### config.mk
export PLATFORM = sky130hd
export DESIGN_NAME = fpnew_fma_out_buf
export DESIGN_NICKNAME = d
export VERILOG_FILES = /design/src/rtl/fpnew_fma_out_buf.sv
export SDC_FILE = /design/constraint.sdc
export NUM_CORES = 1
export LEC_CHECK = 0
export ABC_AREA = 1
export CAP_MARGIN = 20
export CORE_MARGIN = 2
export CORE_UTILIZATION = 30
export DETAILED_ROUTE_END_ITERATION = 10
export PLACE_DENSITY = 0.52
export SYNTH_ARGS = -nofsm -noshare
export SYNTH_HDL_FRONTEND = slang
export SYNTH_SLANG_ARGS = --single-unit
### constraint.sdc
create_clock -name clk_i -period 1.5 [get_ports clk_i]
set_input_delay 0.225 -clock clk_i [delete_from_list [all_inputs] [get_ports clk_i]]
set_output_delay 0.225 -clock clk_i [all_outputs]
set_load 0.01 [all_outputs]
### src/rtl/fpnew_fma_out_buf.sv
// rtl/fpnew_fma_out_buf.sv - FMA result output buffer: NaN canonicalisation, NaN-boxing, 2-deep FIFO, sticky flags
module fpnew_fma_out_buf #(
    parameter logic [2:0] FpFormat = 3'd0,
    parameter int         Flen     = 64,
    parameter bit         CanonNaN = 1'b1,
    localparam int EXP_BITS = (FpFormat == 3'd1) ? 11 :
                              ((FpFormat == 3'd2) || (FpFormat == 3'd4)) ? 5 : 8,
    localparam int MAN_BITS = (FpFormat == 3'd0) ? 23 :
                              (FpFormat == 3'd1) ? 52 :
                              (FpFormat == 3'd2) ? 10 :
                              (FpFormat == 3'd3) ? 7  : 2,
    localparam int WIDTH    = 1 + EXP_BITS + MAN_BITS
) (
    input  logic             clk_i,
    input  logic             rst_i,
    input  logic             in_valid_i,
    output logic             in_ready_o,
    input  logic [WIDTH-1:0] in_result_i,
    input  logic [4:0]       in_status_i,
    output logic             out_valid_o,
    input  logic             out_ready_i,
    output logic [Flen-1:0]  out_result_o,
    output logic [4:0]       out_status_o,
    input  logic             fflags_clr_i,
    output logic [4:0]       fflags_o,
    output logic [15:0]      nan_count_o
);

    // Entry layout: {nan, status[4:0], value[WIDTH-1:0]}
    localparam int ENTRY_W = WIDTH + 6;
    localparam logic [MAN_BITS-1:0] QNAN_MAN = MAN_BITS'(1) << (MAN_BITS - 1);
    localparam logic [WIDTH-1:0]    QNAN     = {1'b0, {EXP_BITS{1'b1}}, QNAN_MAN};

    typedef enum logic [1:0] {
        EMPTY = 2'd0,
        ONE   = 2'd1,
        FULL  = 2'd2
    } state_t;

    state_t               state;
    state_t               state_next;
    logic [ENTRY_W-1:0]   mem [2];
    logic [ENTRY_W-1:0]   mem_next [2];
    logic                 head;
    logic                 tail;
    logic                 head_next;
    logic                 push;
    logic                 pop;
    logic                 in_nan;
    logic [WIDTH-1:0]     in_value;
    logic [ENTRY_W-1:0]   in_entry;
    logic [ENTRY_W-1:0]   out_entry_next;
    logic [Flen-1:0]      boxed_next;
    logic                 head_nan;
    logic [4:0]           head_status;

    assign push = in_valid_i && in_ready_o;
    assign pop  = out_valid_o && out_ready_i;

    // NaN classification and optional canonicalisation of the incoming result
    always_comb begin
        in_nan   = (in_result_i[WIDTH-2:MAN_BITS] == {EXP_BITS{1'b1}}) &&
                   (in_result_i[MAN_BITS-1:0] != '0);
        in_value = (CanonNaN && in_nan) ? QNAN : in_result_i;
        in_entry = {in_nan, in_status_i, in_value};
    end

    // Occupancy state register
    always_ff @(posedge clk_i) begin
        if (rst_i) begin
            state <= EMPTY;
        end else begin
            state <= state_next;
        end
    end

    // Occupancy next-state logic
    always_comb begin
        state_next = state;
        case (state)
            EMPTY: if (push) state_next = ONE;
            ONE: begin
                if (push && !pop)      state_next = FULL;
                else if (pop && !push) state_next = EMPTY;
            end
            FULL:  if (pop) state_next = ONE;
            default: state_next = EMPTY;
        endcase
    end

    // Storage write and the entry that will sit at the head after this edge
    always_comb begin
        mem_next[0] = mem[0];
        mem_next[1] = mem[1];
        if (push) mem_next[tail] = in_entry;
        head_next      = head ^ pop;
        out_entry_next = mem_next[head_next];
        head_nan       = mem[head][ENTRY_W-1];
        head_status    = mem[head][WIDTH+4:WIDTH];
    end

    // NaN-boxing into the register-file container; no padding when widths match
    generate
        if (Flen > WIDTH) begin : g_box
            assign boxed_next = {{(Flen - WIDTH){1'b1}}, out_entry_next[WIDTH-1:0]};
        end else begin : g_nobox
            assign boxed_next = out_entry_next[WIDTH-1:0];
        end
    endgenerate

    // Datapath: pointers, storage, registered outputs, sticky flags and NaN counter
    always_ff @(posedge clk_i) begin
        if (rst_i) begin
            mem[0]       <= '0;
            mem[1]       <= '0;
            head         <= 1'b0;
            tail         <= 1'b0;
            out_valid_o  <= 1'b0;
            in_ready_o   <= 1'b1;
            out_result_o <= '0;
            out_status_o <= '0;
            fflags_o     <= '0;
            nan_count_o  <= '0;
        end else begin
            mem[0]      <= mem_next[0];
            mem[1]      <= mem_next[1];
            head        <= head_next;
            tail        <= tail ^ push;
            out_valid_o <= (state_next != EMPTY);
            in_ready_o  <= (state_next != FULL);
            if (state_next != EMPTY) begin
                out_result_o <= boxed_next;
                out_status_o <= out_entry_next[WIDTH+4:WIDTH];
            end
            if (pop) begin
                fflags_o <= (fflags_clr_i ? 5'd0 : fflags_o) | head_status;
                if (head_nan && (nan_count_o != 16'hFFFF)) begin
                    nan_count_o <= nan_count_o + 16'd1;
                end
            end else if (fflags_clr_i) begin
                fflags_o <= '0;
            end
        end
    end

endmodule

==> summary.md, run 1 <==
| Metric | Value |
|---|---|
| Global placer's final weighted congestion | 0.807 |
| Element type at the critical path end | register |
| Final worst clock skew | 0.00797 ns |
| CP Data Required Time | 1.78 ns |
| Clk sink count | 141 |
| Fmax | 612 MHz |
| Net Count, Synth | 857 |
| H-tree Lvls | 4 |
| Synth Register Bits | 141 |
| Vias in the first global route | 5,689 |
| Flop-to-flop setup slack | -0.14 ns |
| Hold Path Depth | 2 |
| Initial antenna violation count | 0 |
| Number of port buffers | 133 |
| Power, Total | 10.7 mW |
| Ports | 134 |
| Global-route wire length before repair | 28,700 um |
| All-Layer GR Usage | 16.6% |
| CTS tree | yes |
| Chip Height | 147 um |
| Cell count after synthesis | 812 |
| WS Path Type | register to register |
| Synth async-reset ratio | 0% |
| CTS Buf Count | 17 |
| Cell-internal power | 7.79 mW |
| Yosys warnings | 0 |
| RSZ-0062 raised after global routing | yes |
| Final ANT Viol Nets | 0 |
| Total global routing overflow | 0 |
| Flop pwr share | 39.1% |
| Final Critical Period | 1.64 ns |
| Max clock buf depth | 2 |
| CP max FO | 10 |
| Final WL | 18,300 um |
| Area Growth Syn to Fin | 57.3% |
| Clock Pin Slew Worst Setup and Hold Paths | 0.06 ns |
| Core Region | 20,100 um^2 |
| Clk root buf | clkbuf_16 |
| Most common cell after layout, fill and taps aside | nand2_1 |
| Main synth FF type | dfxtp_1 |
| DR vias | 6,095 |
| Hold_sp | rst_i |
| Leading cell types in the layout, fill and taps excluded | nand2_1 (163), dfxtp_1 (132), buf_4 (109) |
| Hold path endpoint | nan_count_o[12] |
| DRC Markers | 0 |
| Cells on worst reg2reg path | 11 |
| Outcome | complete, but fails checks |
| Critical Path Start Type | register |
| Hold_buf cts | 0 |
| Sw frac | 27.1% |
| Failing checks | negative setup slack |
| Met2 usage | 27.4% |
| Die Span X | 147 um |
| Post-Syn Area | 6110 um^2 |
| Initial core utilization | 30.4% |
| 1st-iter DRT viols | 325 |
| Share of cells above drive strength 1 | 25.2% |
| Max Slew Vio Count | 0 |
| Max VDD drop | 0.000721 V |
| Hold slack | 0.154 ns |
| Pwr Density | 1110 nW/um^2 |
| Fin nets | 1,077 |
| Final Hold Fails | 0 |
| Clock share of power | 39.7% |
| Sequential fraction of the synthesis area | 46.2% |
| P_leak | 4.41 nW |
| Yosys cell types | 32 |
| Vias per Instance | 4.63 |
| Logic pwr share | 21.2% |
| Max Cap Viol | 0 |
| Measured slew at the worst slew-check pin | 0.396 ns |
| GRT busiest layer | met2 |
| R2r endpoint | nan_count_o[11] |
| EDFF count, synth | 0 |
| GR Layer Usage met3 | 4.04% |
| Avg Inst Size Synth | 7.53 um^2 |
| Largest net degree at the start of global routing | 34 |
| Ant. Diodes | 0 |
| DR pass1 iterations | 7 |
| Hold Path Class | input pin to register |
| Post-detailed-route wirelength per cell | 13.9 um |
| Final setup viols | 16 |
| Routing usage on met1 | 21.9% |
| Fillers | 1,986 |
| Slew headroom | 73.6% |
| Switching power | 2.90 mW |
| Final Cycle Share | 109% |
| Die Area | 21,500 um^2 |
| Num rows | 52 |
| Final setup margin | -0.135 ns |
| RR Startpoint | nan_count_o[1] |
| DPL Wire Length | 12,100 um |
| Clk_lat worst skew | 0.42 ns |
| Critical Path AT | 1.92 ns |
## cell usage after synthesis, types with 5 or more instances
| cell | n | area, um^2 |
|---|---|---|
| nand4_1 | 9 | 56.3 |
| o21ai_0 | 42 | 210 |
| buf_2 | 15 | 75.1 |
| a31oi_1 | 7 | 43.8 |
| nor3_1 | 5 | 25.0 |
| nand2_1 | 172 | 646 |
| a21oi_1 | 74 | 370 |
| nor2_1 | 61 | 229 |
| a22o_1 | 5 | 43.8 |
| inv_1 | 41 | 154 |
| nand2_2 | 5 | 31.3 |
| mux2i_1 | 12 | 120 |
| clkbuf_1 | 23 | 86.3 |
| buf_4 | 36 | 270 |
| nand3_1 | 124 | 621 |
| inv_2 | 5 | 18.8 |
| or2_1 | 11 | 68.8 |
| dfxtp_1 | 141 | 2820 |
## per-layer routing
| metal | vias to the layer above | wire length, um |
|---|---|---|
| met4 | 0 | 262 |
| met1 | 2831 | 8390 |
| met3 | 18 | 813 |
| met5 | - | 0 |
| li1 | 3107 | - |
| met2 | 139 | 8820 |
## stage by stage
step	worst slack [ns]	area (um^2)	utilization [%]	setup TNS, ns	std cells
final	-0.135	9610	47.8	-1.34	1315
after global routing	-0.235	9610	47.8	-4.20	1315
after CTS	-0.0909	9010	44.8	-0.822	1301
after detailed placement	-0.521	8480	42.2	-44.05	1268
after global placement	-0.479	8480	42.2	-41.57	1268
after floorplan	0.00708	6130	-	0	812
## worst max path at each step
stage / start / slack (ns) / endpoint
6_report: nan_count_o[1] / -0.14 / nan_count_o[11]
5_1_grt: nan_count_o[1] / -0.24 / nan_count_o[10]
2_1_floorplan: nan_count_o[1] / 0.007 / nan_count_o[5]
3_3_place_gp: in_result_i[20] / -0.48 / out_result_o[9]
3_5_place_dp: in_result_i[0] / -0.52 / mem[1][1]
4_1_cts: nan_count_o[1] / -0.09 / nan_count_o[10]
## power by group through the flow
stage,Sequential [mW],Combinational [mW],Clock (mW)
global route,4.22,2.49,4.52
CTS,4.18,2.11,4.34
global placement,4.26,2.24,0
finish,4.18,2.27,4.25
floorplan,4.31,1.03,0
detailed placement,4.26,2.25,0
## logic make-up after synthesis
kind of cell | synth area share [%]
xor+xnor | 1.13
mux | 1.97
fa+ha+maj | 0.614
compound gates | 11.2
buf+inv | 10.3
flops | 46.2
simple gates | 28.6
## repair_timing
item | 4_1_cts | 5_1_grt
pin swaps | 2 | 34
endpoints found under the setup margin | 132 | 83
resized for setup | 112 | 116
cloned | 0 | 7
setup buffers | 1 | 9
## sequential cells by signal, indices dropped and copies added, names as in the netlist, named ones only
signal	count
tail	1
nan_count_o	16
in_ready_o	1
state	2
fflags_o	5
out_result_o	33
out_valid_o	1
mem	74
out_status_o	5
head	1
## worst max-delay path, cell delays in order (launching register included)
cell     delay (ns)
dfxtp_4        0.35
ha_4           0.13
nand2_2        0.05
nor2_1         0.08
nand2_1        0.12
nor2_2         0.12
nand4_1        0.16
nand2_4        0.17
inv_6          0.07
buf_12         0.13
nand2_1        0.06
a21oi_1        0.06
## cell type report
class	count	area, um^2	share of cell area, %
flip-flops and latches	141	2840	29.6
multi-input cells	549	2970	30.9
clock buffers	22	485	5.05
well taps	270	338	3.51
inverters	46	183	1.90
clock inverters	10	110	1.15
repair buffers	277	2690	27.9
Note: power is estimated with default switching activity, not from simulation.
==> run 2, diff against run 1 <==
--- a/config.mk
+++ b/config.mk
@@ -9,7 +9,9 @@
 export CAP_MARGIN = 20
 export CORE_MARGIN = 2
 export CORE_UTILIZATION = 30
+export CTS_CLUSTER_DIAMETER = 50
 export DETAILED_ROUTE_END_ITERATION = 10
+export HOLD_SLACK_MARGIN = 0.02
 export PLACE_DENSITY = 0.52
 export SYNTH_ARGS = -nofsm -noshare
 export SYNTH_HDL_FRONTEND = slang
==> results of run 2 <==
No change in the layout: final DEF, timing and power equal those of run 1.
==> run 3, diff against run 2 <==
--- a/config.mk
+++ b/config.mk
@@ -9,10 +9,11 @@
 export CAP_MARGIN = 20
 export CORE_MARGIN = 2
 export CORE_UTILIZATION = 30
-export CTS_CLUSTER_DIAMETER = 50
+export CTS_CLUSTER_DIAMETER = 40
 export DETAILED_ROUTE_END_ITERATION = 10
+export DONT_BUFFER_PORTS = 1
 export HOLD_SLACK_MARGIN = 0.02
-export PLACE_DENSITY = 0.52
+export PLACE_DENSITY = 0.43
 export SYNTH_ARGS = -nofsm -noshare
 export SYNTH_HDL_FRONTEND = slang
 export SYNTH_SLANG_ARGS = --single-unit
==> run 3 against run 2 <==
Against the previous run: core utilization down 8.4 points; via count down 10%; largest power group is now registers; critical path depth unchanged; the run ends with negative hold slack, negative setup slack left; sequential share of layout area up 6.3 points; wire length down 0.83%; clock skew up 0.00062 ns; non-clock buffer count down 197; highest routed layer unchanged; flip-flop and latch count unchanged; final cell count down 15%; fmax up 3.8%; setup slack better by 0.060 ns; critical path type unchanged.
==> summary.md, run 3 (synthesis gave the netlist of run 1 again) <==
| Metric | Value |
|---|---|
| CTS tree | yes (unchanged) |
| Total global routing overflow | 0 (unchanged) |
| Max clock buf depth | 2 (unchanged) |
| WS Path Type | register to register (unchanged) |
| Area Growth Syn to Fin | 29.6% (was 57.3%) |
| Crit-path max cell delay | 0.36 ns (was 0.35 ns) |
| Clk root buf | clkbuf_16 (unchanged) |
| Area occupied by multi-input gates | 3030 um^2 (was 2970 um^2) |
| Pwr Density | 1260 nW/um^2 (was 1110 nW/um^2) |
| Global-route wire length before repair | 27,400 um (was 28,700 um) |
| Core Region | 20,100 um^2 (unchanged) |
| Largest register FFs | 74 (unchanged) |
| Register area | 2840 um^2 (about the same) |
| Ports | 134 (unchanged) |
| Largest net degree at the start of global routing | 95 (was 34) |
| Final setup viols | 17 (was 16) |
| Leading cell types in the layout, fill and taps excluded | nand2_1 (161), dfxtp_1 (133), nand3_1 (93) (was nand2_1 (163), dfxtp_1 (132), buf_4 (109)) |
| Fin nets | 882 (was 1,077) |
| Max VDD drop | 0.000737 V (was 0.000721 V) |
| DP Area | 6650 um^2 (was 8480 um^2) |
| H-tree Lvls | 4 (unchanged) |
| Vias per Instance | 4.90 (was 4.63) |
| Slowest stage cell, crit path | dfxtp_4 (unchanged) |
| Final Cycle Share | 105% (was 109%) |
| Most common cell after layout, fill and taps aside | nand2_1 (unchanged) |
| Fillers | 2,056 (was 1,986) |
| Hold slack | -0.108 ns (was 0.154 ns) |
| DPL Wire Length | 11,300 um (was 12,100 um) |
| Setup WS pre-CTS | -0.140 ns (was -0.521 ns) |
| Post-detailed-route wirelength per cell | 16.2 um (was 13.9 um) |
| P_leak | 3.22 nW (was 4.41 nW) |
| Share of cells above drive strength 1 | 22.9% (was 25.2%) |
| Clk_lat worst skew | 0.41 ns (was 0.42 ns) |
| Num rows | 52 (unchanged) |
| Clk sink count | 141 (unchanged) |
| Element type at the critical path end | register (unchanged) |
| Initial antenna violation count | 0 (unchanged) |
| CP max FO | 5 (was 10) |
| Critical Path Start Type | register (unchanged) |
| Initial core utilization | 30.4% (unchanged) |
| Ant. Diodes | 0 (unchanged) |
| Die Span X | 147 um (unchanged) |
| Final setup margin | -0.0754 ns (was -0.135 ns) |
| Final Critical Period | 1.58 ns (was 1.64 ns) |
| CP Data Required Time | 1.80 ns (was 1.78 ns) |
| Critical-path cell list | ha_4 > nand2_4 > nor2_4 > nand2_2 > nor2_2 > nand4_1 > buf_6 > nand2_4 > buf_4 > o21ai_1 > and3_1 (was ha_4 > nand2_2 > nor2_1 > nand2_1 > nor2_2 > nand4_1 > nand2_4 > inv_6 > buf_12 > nand2_1 > a21oi_1) |
| DR vias | 5,485 (was 6,095) |
| Die Area | 21,500 um^2 (unchanged) |
| Max Slew Vio Count | 0 (unchanged) |
| 1st-iter DRT viols | 259 (was 325) |
| Biggest register | mem (unchanged) |
| Fmax | 635 MHz (was 612 MHz) |
| Outcome | complete, but fails checks (unchanged) |
| Final Hold Fails | 92 (was 0) |
| Crit path top cell by count | nand2_4 (was nand2_1) |
| Global placer's final weighted congestion | 0.809 (was 0.807) |
| DRC Markers | 0 (unchanged) |
| Max Cap Viol | 0 (unchanged) |
| RSZ-0062 raised after global routing | yes (unchanged) |
| Chip Height | 147 um (unchanged) |
| Slew headroom | 76.1% (was 73.6%) |
| Critical Path AT | 1.88 ns (was 1.92 ns) |
| CTS Buf Count | 17 (unchanged) |
| Final Cell Area | 7920 um^2 (was 9610 um^2) |
| Clock Pin Slew Worst Setup and Hold Paths | 0.06 ns (about the same) |
| All-Layer GR Usage | 16.1% (was 16.6%) |
| Final worst clock skew | 0.00859 ns (was 0.00797 ns) |
| Hold Path Class | input pin to register (unchanged) |
| Core occupancy in the finished layout | 39.4% (was 47.8%) |
| Measured slew at the worst slew-check pin | 0.359 ns (was 0.396 ns) |
| Vias in the first global route | 5,234 (was 5,689) |
| DR pass1 iterations | 5 (was 7) |
| Failing checks | negative hold slack, negative setup slack (was negative setup slack) |
| Final WL | 18,100 um (was 18,300 um) |
| Final ANT Viol Nets | 0 (unchanged) |
| Biggest regs | mem x74, out_result_o x33, nan_count_o x16 (unchanged) |
| Setup TNS | -0.725 ns (was -1.34 ns) |
| Number of port buffers | 0 (was 133) |
[run 3: cell types whose count changed in the layout (fill, tap and decap cells not counted), moves of 6 or more]
| cell | before | now |
|---|---|---|
| dlymetal6s2s_1 | 14 | 0 |
| buf_4 | 109 | 47 |
| dlygate4sd2_1 | 78 | 0 |
| clkdlybuf4s50_1 | 26 | 0 |
| nand2_4 | 4 | 10 |
| o21ai_0 | 30 | 36 |
| clkdlybuf4s15_1 | 14 | 0 |
[run 3: layout make-up]
class / instances / share of cell area (%)
Tap cell: 270 / 4.26
Timing Repair inverter: 1 / 0.0790
Clock buffer: 22 / 5.86
Timing Repair Buffer: 80 / 12.1
Multi-Input combinational cell: 550 / 38.3
Clock inverter: 10 / 1.14
Sequential cell: 141 / 35.9
Inverter: 46 / 2.40
[run 3: worst max-delay path: cells and delay by family, from the launching register on]
family / cells / cell delay [ns]
buf+inv: 2 / 0.27
simple gates: 7 / 0.67
flops: 1 / 0.36
fa+ha+maj: 1 / 0.14
compound gates: 1 / 0.04
[run 3: power breakdown]
| group | internal [mW] | switching, mW |
|---|---|---|
| clock | 2.37 | 1.61 |
| combinational | 0.749 | 0.955 |
| sequential | 4.05 | 0.222 |
[run 3: per-stage QoR]
stage               hold slack (ns)  total power, mW  instances
finish                       -0.108             9.95       1120
global route                 -0.144             10.5       1120
CTS                          -0.142             9.80       1105
detailed placement            0.307             5.69       1067
global placement              0.305             5.66       1067
floorplan                     0.388             5.34        812
[run 3: path summary, 6_finish.rpt]
check	start	endpoint	slack, ns	cells after the start
hold reg to reg	mem[1][5]	mem[1][5]	0.47	2
setup / recovery	nan_count_o[0]	nan_count_o[5]	-0.08	11
hold / removal	rst_i	fflags_o[0]	-0.11	1
setup reg to reg	nan_count_o[0]	nan_count_o[5]	-0.08	11
[run 3: layer usage]
metal | part of all wire (%) | routed length (um) | GRT usage (%)
met1 | 45 | 8110 | 20.0
met2 | 48 | 8740 | 26.4
met4 | 1.3 | 238 | 5.58
met3 | 5.8 | 1050 | 5.06
met5 | 0 | 0 | 0
[run 3: timing repair]
item	CTS	global route
endpoints found under the setup margin	45	53
gates resized for setup	25	82
endpoints found under the hold margin	93	92
buffers inserted	5	8
cloned	1	8
pin swaps	15	41
